`src/rtl/flappy_pkg.sv`:
```
// Shared Flappy Bird constants and types.
//   state_t      : game state encoding (IDLE/FLY/DEAD), also the value seen on the
//                  2-bit state output of bird_physics.
//   SCREEN_*     : visible raster size.
//   BIRD_*       : bird sprite placement, shared with the pipe and collision blocks.
//   physics      : gravity, flap impulse, terminal velocity, restart hold time.
//   *_W          : datapath widths used by the physics block.
package flappy_pkg;

   typedef enum logic [1:0] {
      ST_IDLE = 2'd0,
      ST_FLY  = 2'd1,
      ST_DEAD = 2'd2
   } state_t;

   localparam int SCREEN_W  = 640;
   localparam int SCREEN_H  = 480;

   localparam int BIRD_X    = 200;
   localparam int BIRD_SIZE = 16;
   localparam int START_Y   = 232;

   localparam int GRAVITY   = 1;
   localparam int FLAP_VEL  = -8;
   localparam int MAX_FALL  = 10;
   localparam int DEAD_HOLD = 60;

   localparam int Y_W   = 10;   // bird row
   localparam int VEL_W = 8;    // signed velocity
   localparam int POS_W = 12;   // signed position sum, wide enough for 1023 + 127

endpackage

```
`src/rtl/edge_detect_rise.sv`:
```
// One-bit rising-edge detector.
//   i_clk   : clock
//   i_rst   : synchronous active-high reset, loads the history register with RST_VAL
//   i_sig   : level input, already synchronous to i_clk
//   o_pulse : high for the cycle in which i_sig is 1 and was 0 on the previous cycle
// The pulse is combinational from i_sig so the consumer can act in the same cycle
// the edge arrives; only the history bit is registered.
module edge_detect_rise #(
   parameter logic RST_VAL = 1'b0
) (
   input  logic i_clk,
   input  logic i_rst,
   input  logic i_sig,
   output logic o_pulse
);

   logic r_prev;

   always_ff @(posedge i_clk) begin
      if (i_rst) r_prev <= RST_VAL;
      else       r_prev <= i_sig;
   end

   assign o_pulse = i_sig & ~r_prev;

endmodule

```
`src/rtl/bird_physics.sv`:
```
// Flappy Bird vertical physics and game-state machine.
//   clk25     : 25 MHz pixel clock (same as the sync generator)
//   rst       : synchronous active-high reset
//   vs        : vertical sync, low during rows 0..1
//   valid     : visible-area flag
//   xPos/yPos : visible column/row from the sync generator
//   flap      : button level, synchronous to clk25
//   collide   : pipe-hit pulse or level
//   frameTick : one-cycle pulse on the vs rising edge; all physics happens here
//   birdY     : bird top row
//   state     : 0=IDLE 1=FLY 2=DEAD
//   birdPixel : bird covers the pixel presented on the previous cycle
module bird_physics
   import flappy_pkg::*;
(
   input  logic        clk25,
   input  logic        rst,
   input  logic        vs,
   input  logic        valid,
   input  logic [31:0] xPos,
   input  logic [31:0] yPos,
   input  logic        flap,
   input  logic        collide,
   output logic        frameTick,
   output logic [9:0]  birdY,
   output logic [1:0]  state,
   output logic        birdPixel
);

   localparam int CNT_W = $clog2(DEAD_HOLD + 1);

   localparam logic        [Y_W-1:0]   L_START_Y   = Y_W'(START_Y);
   localparam logic        [Y_W-1:0]   L_FLOOR_Y   = Y_W'(SCREEN_H - BIRD_SIZE);
   localparam logic signed [POS_W-1:0] L_FLOOR_POS = POS_W'(SCREEN_H - BIRD_SIZE);
   localparam logic signed [VEL_W-1:0] L_FLAP_VEL  = VEL_W'(FLAP_VEL);
   localparam logic signed [VEL_W-1:0] L_GRAVITY   = VEL_W'(GRAVITY);
   localparam logic signed [VEL_W-1:0] L_MAX_FALL  = VEL_W'(MAX_FALL);
   localparam logic        [CNT_W-1:0] L_DEAD_HOLD = CNT_W'(DEAD_HOLD);
   localparam logic        [10:0]      L_BIRD_X0   = 11'(BIRD_X);
   localparam logic        [10:0]      L_BIRD_X1   = 11'(BIRD_X + BIRD_SIZE);
   localparam logic        [10:0]      L_BIRD_SZ   = 11'(BIRD_SIZE);

   function automatic logic signed [VEL_W-1:0] sat_fall(input logic signed [VEL_W-1:0] v);
      logic signed [VEL_W-1:0] s;
      s = v + L_GRAVITY;
      return (s > L_MAX_FALL) ? L_MAX_FALL : s;
   endfunction

   function automatic logic [CNT_W-1:0] sat_cnt(input logic [CNT_W-1:0] c);
      return (c >= L_DEAD_HOLD) ? L_DEAD_HOLD : c + 1'b1;
   endfunction

   state_t                  r_state, w_stateNext;
   logic        [Y_W-1:0]   r_birdY, w_birdYNext;
   logic signed [VEL_W-1:0] r_vel, w_velNext, w_velBase;
   logic        [CNT_W-1:0] r_deadCnt, w_deadCntNext;
   logic                    r_flapPending, r_hitPending, r_birdPixel_p1;
   logic                    w_tick, w_flapEdge, w_flapNow, w_hitNow, w_floorHit;
   logic signed [POS_W-1:0] w_nextY;
   logic        [10:0]      w_x11, w_y11, w_yTop, w_yBot;
   logic                    w_pixHit;
   logic                    w_unused_hi;

   // vs history resets high so a reset while vs is already high cannot fake a tick
   edge_detect_rise #(.RST_VAL(1'b1)) u_vs_edge (
      .i_clk(clk25), .i_rst(rst), .i_sig(vs), .o_pulse(w_tick)
   );

   edge_detect_rise #(.RST_VAL(1'b0)) u_flap_edge (
      .i_clk(clk25), .i_rst(rst), .i_sig(flap), .o_pulse(w_flapEdge)
   );

   // an edge arriving on the tick cycle itself still counts for that tick
   assign w_flapNow  = r_flapPending | w_flapEdge;
   assign w_hitNow   = r_hitPending | collide;
   assign w_nextY    = {2'b00, r_birdY} + {{(POS_W-VEL_W){r_vel[VEL_W-1]}}, r_vel};
   assign w_floorHit = (w_nextY >= L_FLOOR_POS);

   always_ff @(posedge clk25) begin
      if (rst) r_state <= ST_IDLE;
      else     r_state <= w_stateNext;
   end

   always_comb begin
      w_stateNext = r_state;
      if (w_tick) begin
         case (r_state)
            ST_IDLE: if (w_flapNow) w_stateNext = ST_FLY;
            ST_FLY:  if (w_hitNow || w_floorHit) w_stateNext = ST_DEAD;
            ST_DEAD: if (r_deadCnt == L_DEAD_HOLD && w_flapNow) w_stateNext = ST_IDLE;
            default: w_stateNext = ST_IDLE;
         endcase
      end
   end

   always_comb begin
      w_birdYNext   = r_birdY;
      w_velNext     = r_vel;
      w_velBase     = r_vel;
      w_deadCntNext = (r_state == ST_DEAD) ? r_deadCnt : '0;
      if (w_tick) begin
         case (r_state)
            ST_IDLE: begin
               w_birdYNext = L_START_Y;
               w_velNext   = w_flapNow ? L_FLAP_VEL : '0;
            end
            ST_FLY: begin
               if (w_hitNow) begin
                  w_velNext = '0;
               end else if (w_floorHit) begin
                  w_birdYNext = L_FLOOR_Y;
                  w_velNext   = '0;
               end else begin
                  // ceiling clamp zeroes velocity before gravity/flap is applied
                  if (w_nextY[POS_W-1]) begin
                     w_birdYNext = '0;
                     w_velBase   = '0;
                  end else begin
                     w_birdYNext = w_nextY[Y_W-1:0];
                  end
                  w_velNext = w_flapNow ? L_FLAP_VEL : sat_fall(w_velBase);
               end
            end
            ST_DEAD: begin
               if (r_deadCnt == L_DEAD_HOLD && w_flapNow) begin
                  w_birdYNext   = L_START_Y;
                  w_velNext     = '0;
                  w_deadCntNext = '0;
               end else begin
                  w_deadCntNext = sat_cnt(r_deadCnt);
               end
            end
            default: ;
         endcase
      end
   end

   // pixel compare uses the low 11 bits only; out-of-area wrap values have valid=0
   assign w_x11    = xPos[10:0];
   assign w_y11    = yPos[10:0];
   assign w_yTop   = {1'b0, r_birdY};
   assign w_yBot   = w_yTop + L_BIRD_SZ;
   assign w_pixHit = valid && (w_x11 >= L_BIRD_X0) && (w_x11 < L_BIRD_X1) &&
                     (w_y11 >= w_yTop) && (w_y11 < w_yBot);
   assign w_unused_hi = ^{xPos[31:11], yPos[31:11]};

   always_ff @(posedge clk25) begin
      if (rst) begin
         r_birdY        <= L_START_Y;
         r_vel          <= '0;
         r_deadCnt      <= '0;
         r_flapPending  <= 1'b0;
         r_hitPending   <= 1'b0;
         r_birdPixel_p1 <= 1'b0;
      end else begin
         r_birdY        <= w_birdYNext;
         r_vel          <= w_velNext;
         r_deadCnt      <= w_deadCntNext;
         r_flapPending  <= w_tick ? 1'b0 : w_flapNow;
         r_hitPending   <= w_tick ? 1'b0 : w_hitNow;
         // pixel stage p1: one cycle behind xPos/yPos/valid
         r_birdPixel_p1 <= w_pixHit;
      end
   end

   assign frameTick = w_tick;
   assign birdY     = r_birdY;
   assign state     = r_state;
   assign birdPixel = r_birdPixel_p1;

endmodule

```
`config.mk`:
```
export PLATFORM = sky130hd
export DESIGN_NAME = bird_physics
export DESIGN_NICKNAME = d
export VERILOG_FILES = /design/src/rtl/flappy_pkg.sv /design/src/rtl/edge_detect_rise.sv /design/src/rtl/bird_physics.sv
export SDC_FILE = /design/constraint.sdc
export NUM_CORES = 1
export LEC_CHECK = 0
export BUFFER_PORTS_ARGS = -buffer_cell sky130_fd_sc_hd__buf_4
export CELL_PAD_IN_SITES_DETAIL_PLACEMENT = 0
export CELL_PAD_IN_SITES_GLOBAL_PLACEMENT = 1
export CORE_MARGIN = 3
export CORE_UTILIZATION = 30
export CTS_CLUSTER_DIAMETER = 100
export DETAILED_ROUTE_END_ITERATION = 12
export PLACE_DENSITY = 0.75
export SLEW_MARGIN = 5
export SYNTH_ARGS = -nofsm -noshare
export SYNTH_HDL_FRONTEND = slang
export SYNTH_SLANG_ARGS = --single-unit
```
`constraint.sdc`:
```
create_clock -name clk25 -period 6.6 [get_ports clk25]
set_input_delay 1.32 -clock clk25 [delete_from_list [all_inputs] [get_ports clk25]]
set_output_delay 1.32 -clock clk25 [all_outputs]
set_load 0.01 [all_outputs]
```
# Word-level counts from Yosys, hierarchy flattened

Cells that the tools add are included.

Add/sub/neg operators: 4
Order comparisons: 7
Equal/unequal tests: 7
Mux-type cells: 26
Bitwise logic cells: 6
Reduce and logical (&&, ||, !) cells: 12

Operators with widths:

| operator                                                             | count |
|---|---|
| 2-to-1 mux 8 bit                                                     | 11 |
| 2-to-1 mux 10 bit                                                    | 4 |
| 2-to-1 mux 6 bit                                                     | 5 |
| one-hot mux 10 bit (3 select lines)                                  | 1 |
| one-hot mux 8 bit (3 select lines)                                   | 1 |
| adder 11 x 8 -> 12 bit                                               | 1 |
| greater-or-equal comparator 12 x 10 -> 1 bit (second input constant) | 1 |
| adder 10 x 5 -> 11 bit (second input constant)                       | 1 |
| greater-or-equal comparator 11 x 10 -> 1 bit                         | 1 |
| greater-or-equal comparator 11 x 8 -> 1 bit (second input constant)  | 1 |
| < comparator 11 bit                                                  | 1 |
| < comparator 11 x 8 -> 1 bit (second input constant)                 | 1 |
| adder 8 x 2 -> 8 bit (second input constant)                         | 1 |
| greater-than comparator 8 x 5 -> 1 bit (second input constant)       | 1 |
| != test 2 bit (second input constant)                                | 4 |
| AND reduction 4 bit                                                  | 2 |
| adder 6 x 1 -> 6 bit (second input constant)                         | 1 |
| equality test 6 bit (second input constant)                          | 1 |
| greater-or-equal comparator 6 bit (second input constant)            | 1 |
| 2-to-1 mux 2 bit                                                     | 3 |
| one-hot mux 2 bit (3 select lines)                                   | 1 |
| logical AND 1 bit                                                    | 5 |
| AND reduction 3 bit                                                  | 1 |
| nonzero test 3 bit                                                   | 1 |
| 8 further kinds                                                      | 11 |

Bits in registers: 31
Input bits: 70
Output and inout port bits: 14
Word-level logic and storage cells: 71

# Depth between registers and ports, before layout

Gate-level depths: netlist of the first run.

Depth in word-level cells: 13
Mapped depth: 17
Depth with buffers taken out: 16

# Hierarchy

Synthesis of the first run repeated with hierarchy kept, for this count alone.

Cells, all modules: 349
Area total of the unflattened synthesis: 2,793.9 µm²

Modules (own cells, without submodules):

| module                          | instances | cells an instance | area an instance (µm²) | sequential area each (µm²) |
|---|---|---|---|---|
| bird_physics                    | 1         | 343               | 2,713.9                | 580.6 |
| edge_detect_rise at u_flap_edge | 1         | 3                 | 47.5                   | 20.0 |
| edge_detect_rise at u_vs_edge   | 1         | 3                 | 32.5                   | 20.0 |

# Worst setup path after synthesis of the first run

Ideal clock, no wire load.

Kind: register to register
Start: register r_birdY[6], in the netlist birdY[6]
End: register r_vel[2]
Data arrival time: 3.772 ns
Slack: 2.749 ns
Cell stages (with the launch flop): 17
Path buffers: 1
Clock period less this slack: 3.851 ns
Path through: dfxtp_1 -> ha_1 -> a211o_1 -> a21oi_1 -> nand2_1 -> a21o_1 -> ha_1 -> clkbuf_1 -> nor2b_1 -> ha_1 -> inv_1 -> o21ai_0 -> a21oi_1 -> o41ai_1 -> and3_1 -> or3b_1 -> o211ai_1

Longest elaborated chain between the ends: 13
Elaborated cells on any way between the ends: 14

Ends and longest elaborated chain:

| what                                   | line                | text |
|---|---|---|
| start: declaration                     | bird_physics.sv:54  | `logic [Y_W-1:0] r_birdY, w_birdYNext;` |
| start signal: assignment               | bird_physics.sv:156 | `r_birdY <= w_birdYNext;` |
| adder 11 x 8 -> 12 bit *               | bird_physics.sv:76  | `assign w_nextY = {2'b00, r_birdY} + {{(POS_W-VEL_W){r_vel[VEL_W-1]}}, r_vel};` |
| 2-to-1 mux 8 bit                       | bird_physics.sv:115 | `if (w_nextY[POS_W-1]) begin` |
| 2-to-1 mux 8 bit                       | bird_physics.sv:110 | `end else if (w_floorHit) begin` |
| 2-to-1 mux 8 bit                       | bird_physics.sv:108 | `if (w_hitNow) begin` |
| 2-to-1 mux 8 bit                       | bird_physics.sv:102 | `case (r_state)` |
| 2-to-1 mux 8 bit                       | bird_physics.sv:101 | `if (w_tick) begin` |
| adder 8 x 2 -> 8 bit                   | bird_physics.sv:45  | `s = v + L_GRAVITY;` |
| greater-than comparator 8 x 5 -> 1 bit | bird_physics.sv:46  | `return (s > L_MAX_FALL) ? L_MAX_FALL : s;` |
| 2-to-1 mux 8 bit                       | bird_physics.sv:46  |  |
| 2-to-1 mux 8 bit                       | bird_physics.sv:121 | `w_velNext = w_flapNow ? L_FLAP_VEL : sat_fall(w_velBase);` |
| 2-to-1 mux 8 bit *                     | bird_physics.sv:110 |  |
| 2-to-1 mux 8 bit *                     | bird_physics.sv:108 |  |
| one-hot mux 8 bit (3 select lines) *   | bird_physics.sv:102 |  |
| end signal: assignment                 | bird_physics.sv:157 | `r_vel <= w_velNext;` |
| end: declaration                       | bird_physics.sv:55  | `logic signed [VEL_W-1:0] r_vel, w_velNext, w_velBase;` |

Every way passes the cells marked *; elsewhere a longest branch is shown, timed or not. The select of a mux whose other input is x is not followed.
A chain may end at the register's enable or synchronous reset.

# Worst setup path after layout of the first run

Start: register r_vel[1]
End: register r_vel[2]

Longest elaborated chain between the ends: 13
Elaborated cells on any way between the ends: 14

Ends and longest elaborated chain:

| what                                   | line |
|---|---|
| adder 11 x 8 -> 12 bit                 | bird_physics.sv:76 |
| 2-to-1 mux 8 bit                       | bird_physics.sv:115 |
| 2-to-1 mux 8 bit                       | bird_physics.sv:110 |
| 2-to-1 mux 8 bit                       | bird_physics.sv:108 |
| 2-to-1 mux 8 bit                       | bird_physics.sv:102 |
| 2-to-1 mux 8 bit                       | bird_physics.sv:101 |
| adder 8 x 2 -> 8 bit                   | bird_physics.sv:45 |
| greater-than comparator 8 x 5 -> 1 bit | bird_physics.sv:46 |
| 2-to-1 mux 8 bit                       | bird_physics.sv:46 |
| 2-to-1 mux 8 bit                       | bird_physics.sv:121 |
| 2-to-1 mux 8 bit *                     | bird_physics.sv:110 |
| 2-to-1 mux 8 bit *                     | bird_physics.sv:108 |
| one-hot mux 8 bit (3 select lines) *   | bird_physics.sv:102 |

Marks and branches as above.

==> flow_metrics.tcl, run 1 <==
set metrics [dict create \
    status "finished clean" \
    wirelength_um 6790 \
    maxSlewHeadroom 0.518 \
    worst_pin_slew_ns 0.717 \
    synth_flop_cell "dfxtp_1" \
    p_per_area_nw_per_um2 148 \
    ys_warn_count 0 \
    clk_latency_ns 0.30 \
    antenna_found_initial 0 \
    final_net_count 487 \
    cts_hold_buf 0 \
    postLayoutCoreUtil 0.377 \
    finClkSkew_ns 0.0114 \
    crit_fanout 15 \
    rows 33 \
    n_antenna_cell 0 \
    setup_tns_ns 0 \
    drc_errors 0 \
    cts_tree "done" \
    numCtsBuffers 5 \
    ir_drop_v 0.0000860 \
    area_delta_synth_final_pct 18.5 \
    cp.arrival_ns 4.59 \
    finalNonFillerCells 482 \
    die_h_um 101 \
    crit_required_ns 6.82 \
    period_needed_ns 4.37 \
    grt_pass1_vias 2496 \
    ctsHtreeMaxLevel 2 \
    die_w_um 101 \
    core_region_area_um2 8460 \
    grt_usage 0.140 \
    grt_first_pass_wirelength_um 11800 \
    detail-route-antenna-nets 0 \
    fin_hold_ws_ns 0.495 \
    final_max_slew_viol_count 0 \
    ys_seq_area_frac 0.231 \
    cap_violations 0 \
    die_area_um2 10100 \
    io-pin-count 84 \
    endpoint_kind "register" \
    yosysUniqueCellTypes 55 \
    synth_area_um2 2690 \
    vias 2565 \
    clkTransAtPathRegs_ns 0.07 \
    drt-vias-per-instance 5.32 \
    numPortBuffers 38 \
    leakage_uw 0.00138 \
    cts-root-buf "clkbuf_8" \
    wl_per_cell_um 14.1 \
    grt_start_max_net_pins 20 \
    dp.cells 474 \
    synth_nets 448 \
    cts_sinks 31 \
    drt_iter0_markers 59 \
    synth_edf_count 0 \
    criticalPathCategory "register to register" \
    finalSetupViolCount 0 \
    hold_class "register to register" \
    synthArstFlopShare 0 \
    synth-seq-cells 31 \
    rsz0062_at_grt "false" \
    dp_hpwl_um 5400 \
    drive_gt1_frac 0.146 \
    start_util 0.318 \
    max-clock-path-buffers 2 \
    drtPass1Iterations 5 \
    period_share 0.662 \
    start_kind "register" \
    finalHoldViolCount 0 \
    post-cts-setup-buffers 0 \
    cts-resized-gates 0 \
    gp_congestion 0.853 \
    grt-ovfl-total 0 \
    netlist_instances 337 \
    fmax_ghz 0.229 \
    syn_avg_cell_area_um2 7.99 \
]
-- through the flow --
step	area, um^2	worst slack (ns)	total power [uW]
5_1_grt	3190	1.71	497
2_1_floorplan	2690	2.75	254
3_5_place_dp	3080	2.26	283
4_1_cts	3190	2.24	479
3_3_place_gp	3080	2.29	281
6_report	3190	2.23	472
-- path summary, 6_finish.rpt --
kind                start      endpoint  slack, ns  depth (start not counted)
max              r_vel[1]      r_vel[2]       2.23                         16
max reg2reg      r_vel[1]      r_vel[2]       2.23                         16
min reg2reg  r_deadCnt[1]  r_deadCnt[1]       0.49                          2
min          r_deadCnt[1]  r_deadCnt[1]       0.49                          2
-- Yosys cell counts (4+ instances only) --
cell type | instances | share of area
o22ai_1 | 4 | 0.0093
clkbuf_1 | 4 | 0.0056
inv_1 | 25 | 0.035
xor2_1 | 5 | 0.016
dfxtp_1 | 31 | 0.23
a21o_1 | 7 | 0.020
a31oi_1 | 5 | 0.012
o21ai_0 | 20 | 0.037
o211ai_1 | 6 | 0.017
nand3_1 | 19 | 0.035
nor2_1 | 17 | 0.024
xnor2_1 | 10 | 0.033
and3_1 | 9 | 0.021
nand4_1 | 6 | 0.014
nor2b_1 | 8 | 0.019
nor3_1 | 9 | 0.017
nand2_1 | 21 | 0.029
nand2b_1 | 9 | 0.021
ha_1 | 40 | 0.19
a21oi_1 | 30 | 0.056
-- layer usage --
layer	wire length [um]	share of wire	global-route usage	vias to the layer above
met5	0	0	0	-
met4	63	0.0093	0.0394	0
met3	367	0.054	0.0235	7
met2	3050	0.45	0.226	53
met1	3320	0.49	0.192	1177
li1	-	-	-	1328
-- power breakdown --
part,internal [uW],switching (uW),leakage [uW]
Sequential,191,4.43,0.000251
Clock,112,81.2,0.0000581
Combinational,36.9,46.5,0.00107
-- state kept, by name (all words and copies together), names as in the netlist --
signal and count:
birdPixel 1, birdY 10, r_deadCnt 6, r_flapPending 1, r_hitPending 1, r_vel 8, state 2, u_flap_edge.r_prev 1
u_vs_edge.r_prev 1
-- cell type report --
| cell class | count | area (um^2) |
|---|---|---|
| clock inverter | 3 | 43.8 |
| inverter | 26 | 97.6 |
| tap | 105 | 131 |
| clock buffer | 5 | 68.8 |
| multi-input combinational | 274 | 1940 |
| sequential | 31 | 621 |
| fill | 889 | 5280 |
| timing repair buffer | 38 | 285 |
-- layout by cell type, fill, tap and decap left out, types with 4 or more instances in the layout --
cell / Yosys / layout
o21ai_0: 20 / 20
nand4_1: 6 / 6
nand3_1: 19 / 19
xnor2_1: 10 / 10
o22ai_1: 4 / 4
nand2b_1: 9 / 9
a21oi_1: 30 / 30
a31oi_1: 5 / 5
and3_1: 9 / 9
buf_4: 0 / 38
dfxtp_1: 31 / 31
a21o_1: 7 / 7
o211ai_1: 6 / 6
nand2_1: 21 / 21
nor3_1: 9 / 9
inv_1: 25 / 25
xor2_1: 5 / 5
clkbuf_8: 0 / 5
nor2b_1: 8 / 8
ha_1: 40 / 40
nor2_1: 17 / 17
-- logic make-up after synthesis --
| logic type | synth area share |
|---|---|
| and+or+nand+nor | 0.226 |
| AOI/OAI and AO/OA | 0.246 |
| adders and majority gates | 0.193 |
| buffers and inverters | 0.0479 |
| DFF | 0.231 |
| xor gates and xnor gates | 0.0488 |
| muxes | 0.00744 |
-- critical path, cell delays in order (launching register included) --
cell	delay [ns]
dfxtp_1	0.49
ha_1	0.31
a211oi_1	0.25
o21ai_1	0.18
nand3_1	0.17
nand2_1	0.07
a21o_1	0.19
ha_1	0.47
nor2b_1	0.31
ha_1	0.22
inv_1	0.09
o21ai_0	0.17
a21oi_1	0.11
o41ai_1	0.55
and3_1	0.29
or3b_1	0.35
o211ai_1	0.09
No activity file was read; power rests on OpenSTA's default activity.
==> inputs of run 2 (changes only) <==
==> constraint.sdc (replaced) <==
create_clock -name clk25 -period 4.6 [get_ports clk25]
set_input_delay 0.92 -clock clk25 [delete_from_list [all_inputs] [get_ports clk25]]
set_output_delay 0.92 -clock clk25 [all_outputs]
set_load 0.01 [all_outputs]
==> run 2 against run 1 <==
Against the previous run:
- largest power group unchanged
- power up 32%
- sequential share of layout area down 0.061 points
- highest routed layer unchanged
- non-clock buffer count up 5
- sequential power rose by 43%
==> flow_metrics.tcl, run 2 (synthesis gave the netlist of run 1 again) <==
set metrics [dict create \
    leakage_uw 0.00139 \
    cp.arrival_ns 4.21 \
    clk_latency_ns 0.29 \
    top_layer "met4" \
    status "finished clean" \
    switching_share 0.302 \
    dp.cells 479 \
    antenna_found_initial 0 \
    drc_errors 0 \
    start_util 0.318 \
    drtPass1Iterations 4 \
    hold_class "register to register" \
    cts_hold_buf 0 \
    cts_sinks 31 \
    ctsHtreeMaxLevel 2 \
    combinationalPowerShare 0.197 \
    setup_tns_ns 0 \
    drt-vias-per-instance 5.34 \
    cts-resized-gates 0 \
    numCtsBuffers 5 \
    crit_fanout 7 \
    hold_end "r_deadCnt[1]" \
    endpoint_kind "register" \
    drt_iter0_markers 106 \
    wirelength_um 6990 \
    die_h_um 101 \
    core_region_area_um2 8460 \
    worst_pin_slew_ns 0.720 \
    clkTransAtPathRegs_ns 0.08 \
    wl_per_cell_um 14.3 \
    finClkSkew_ns 0.00905 \
    largest_reg_flops 10 \
    whs_path_depth 2 \
    cap_violations 0 \
    cts_tree "done" \
    holdCritStartpoint "r_deadCnt[1]" \
    rr_worst_depth 16 \
    maxSlewHeadroom 0.516 \
    finalHoldViolCount 0 \
    start_kind "register" \
    netSwitchingPower_uw 188 \
    drt-met1-wl_um 3400 \
    n_antenna_cell 0 \
    period_share 0.867 \
    r2r_end "r_vel[2]" \
    numPortBuffers 38 \
    wl_met3_um 390 \
    die_area_um2 10100 \
    criticalPathCategory "register to register" \
    finalSetupViolCount 0 \
    io-pin-count 84 \
    intPower_uw 434 \
    final_max_slew_viol_count 0 \
    reg2reg_from "r_vel[1]" \
    grt_first_pass_wirelength_um 12200 \
    post-cts-setup-buffers 0 \
    grt_pass1_vias 2586 \
    grt_usage 0.146 \
    final_net_count 492 \
    area_delta_synth_final_pct 18.9 \
    fmax_ghz 0.251 \
    grt-ovfl-total 0 \
    detail-route-antenna-nets 0 \
    cts-root-buf "clkbuf_8" \
    rows 33 \
    p_per_area_nw_per_um2 195 \
    vias 2600 \
    route.met2.wl_um 3160 \
    final_common_cell "buf_4" \
    reg2reg_setup_slack_ns 0.61 \
    drive_gt1_frac 0.154 \
    p_clk_frac 0.354 \
    rsz0062_at_grt "false" \
    power_frac_seq 0.449 \
    die_w_um 101 \
    crit_required_ns 4.82 \
    period_needed_ns 3.99 \
    gp_congestion 0.858 \
    ir_drop_v 0.000153 \
    max-clock-path-buffers 2 \
    dp_hpwl_um 5540 \
    finalNonFillerCells 487 \
    layout_common_cells "43 x buf_4, 40 x ha_1, 31 x dfxtp_1" \
    grt_start_max_net_pins 20 \
]
-- run 2: routing by layer --
layer | global-route usage | up-vias
li1 | - | 1339
met1 | 0.200 | 1208
met2 | 0.232 | 48
met3 | 0.0298 | 5
met4 | 0.0415 | 0
met5 | 0 | -
-- run 2: worst max-delay path: stages, from the launching register on --
cell and delay, ns:
dfxtp_1 0.50, ha_1 0.31, a211oi_1 0.23, o21ai_1 0.14
nand3_1 0.15, nand2_1 0.07, a21o_1 0.19, ha_1 0.32
nor2b_1 0.25, ha_1 0.22, inv_1 0.09, o21ai_0 0.17
a21oi_1 0.11, o41ai_1 0.46, and3_1 0.27, or3b_1 0.36
o211ai_1 0.09
-- run 2: stage by stage --
stage           util  hold WS, ns  setup slack [ns]  instance area (um^2)  power, uW
5_1_grt        0.378        0.532             0.231                  3200        662
3_3_place_gp   0.368        0.475             0.648                  3110        406
3_5_place_dp   0.368        0.487             0.635                  3110        408
4_1_cts        0.378        0.498             0.633                  3200        633
2_1_floorplan      -        0.454             0.749                  2690        365
6_report       0.378        0.497             0.613                  3200        623
-- run 2: cell type report --
type / count / area [um^2]
clock buffer: 6 / 72.6
clock inverter: 2 / 12.5
fill: 883 / 5270
inverter: 26 / 97.6
multi-input combinational: 274 / 1940
sequential: 31 / 621
tap: 105 / 131
timing repair buffer: 43 / 323
-- run 2: worst max path at each step --
| stage | startpoint | to |
|---|---|---|
| 6_report | r_vel[1] | r_vel[2] |
| 5_1_grt | r_vel[1] | r_vel[2] |
| 4_1_cts | r_vel[1] | r_vel[2] |
| 3_5_place_dp | r_vel[1] | r_vel[2] |
| 3_3_place_gp | r_vel[1] | r_vel[2] |
| 2_1_floorplan | birdY[6] | r_vel[2] |
-- run 2: power by group through the flow --
stage	Clock [uW]	Combinational, uW	Sequential, uW
after CTS	230	123	279
after floorplan	0	79.4	285
after global placement	0	121	285
final	220	123	279
after global routing	240	141	280
after detailed placement	0	122	286
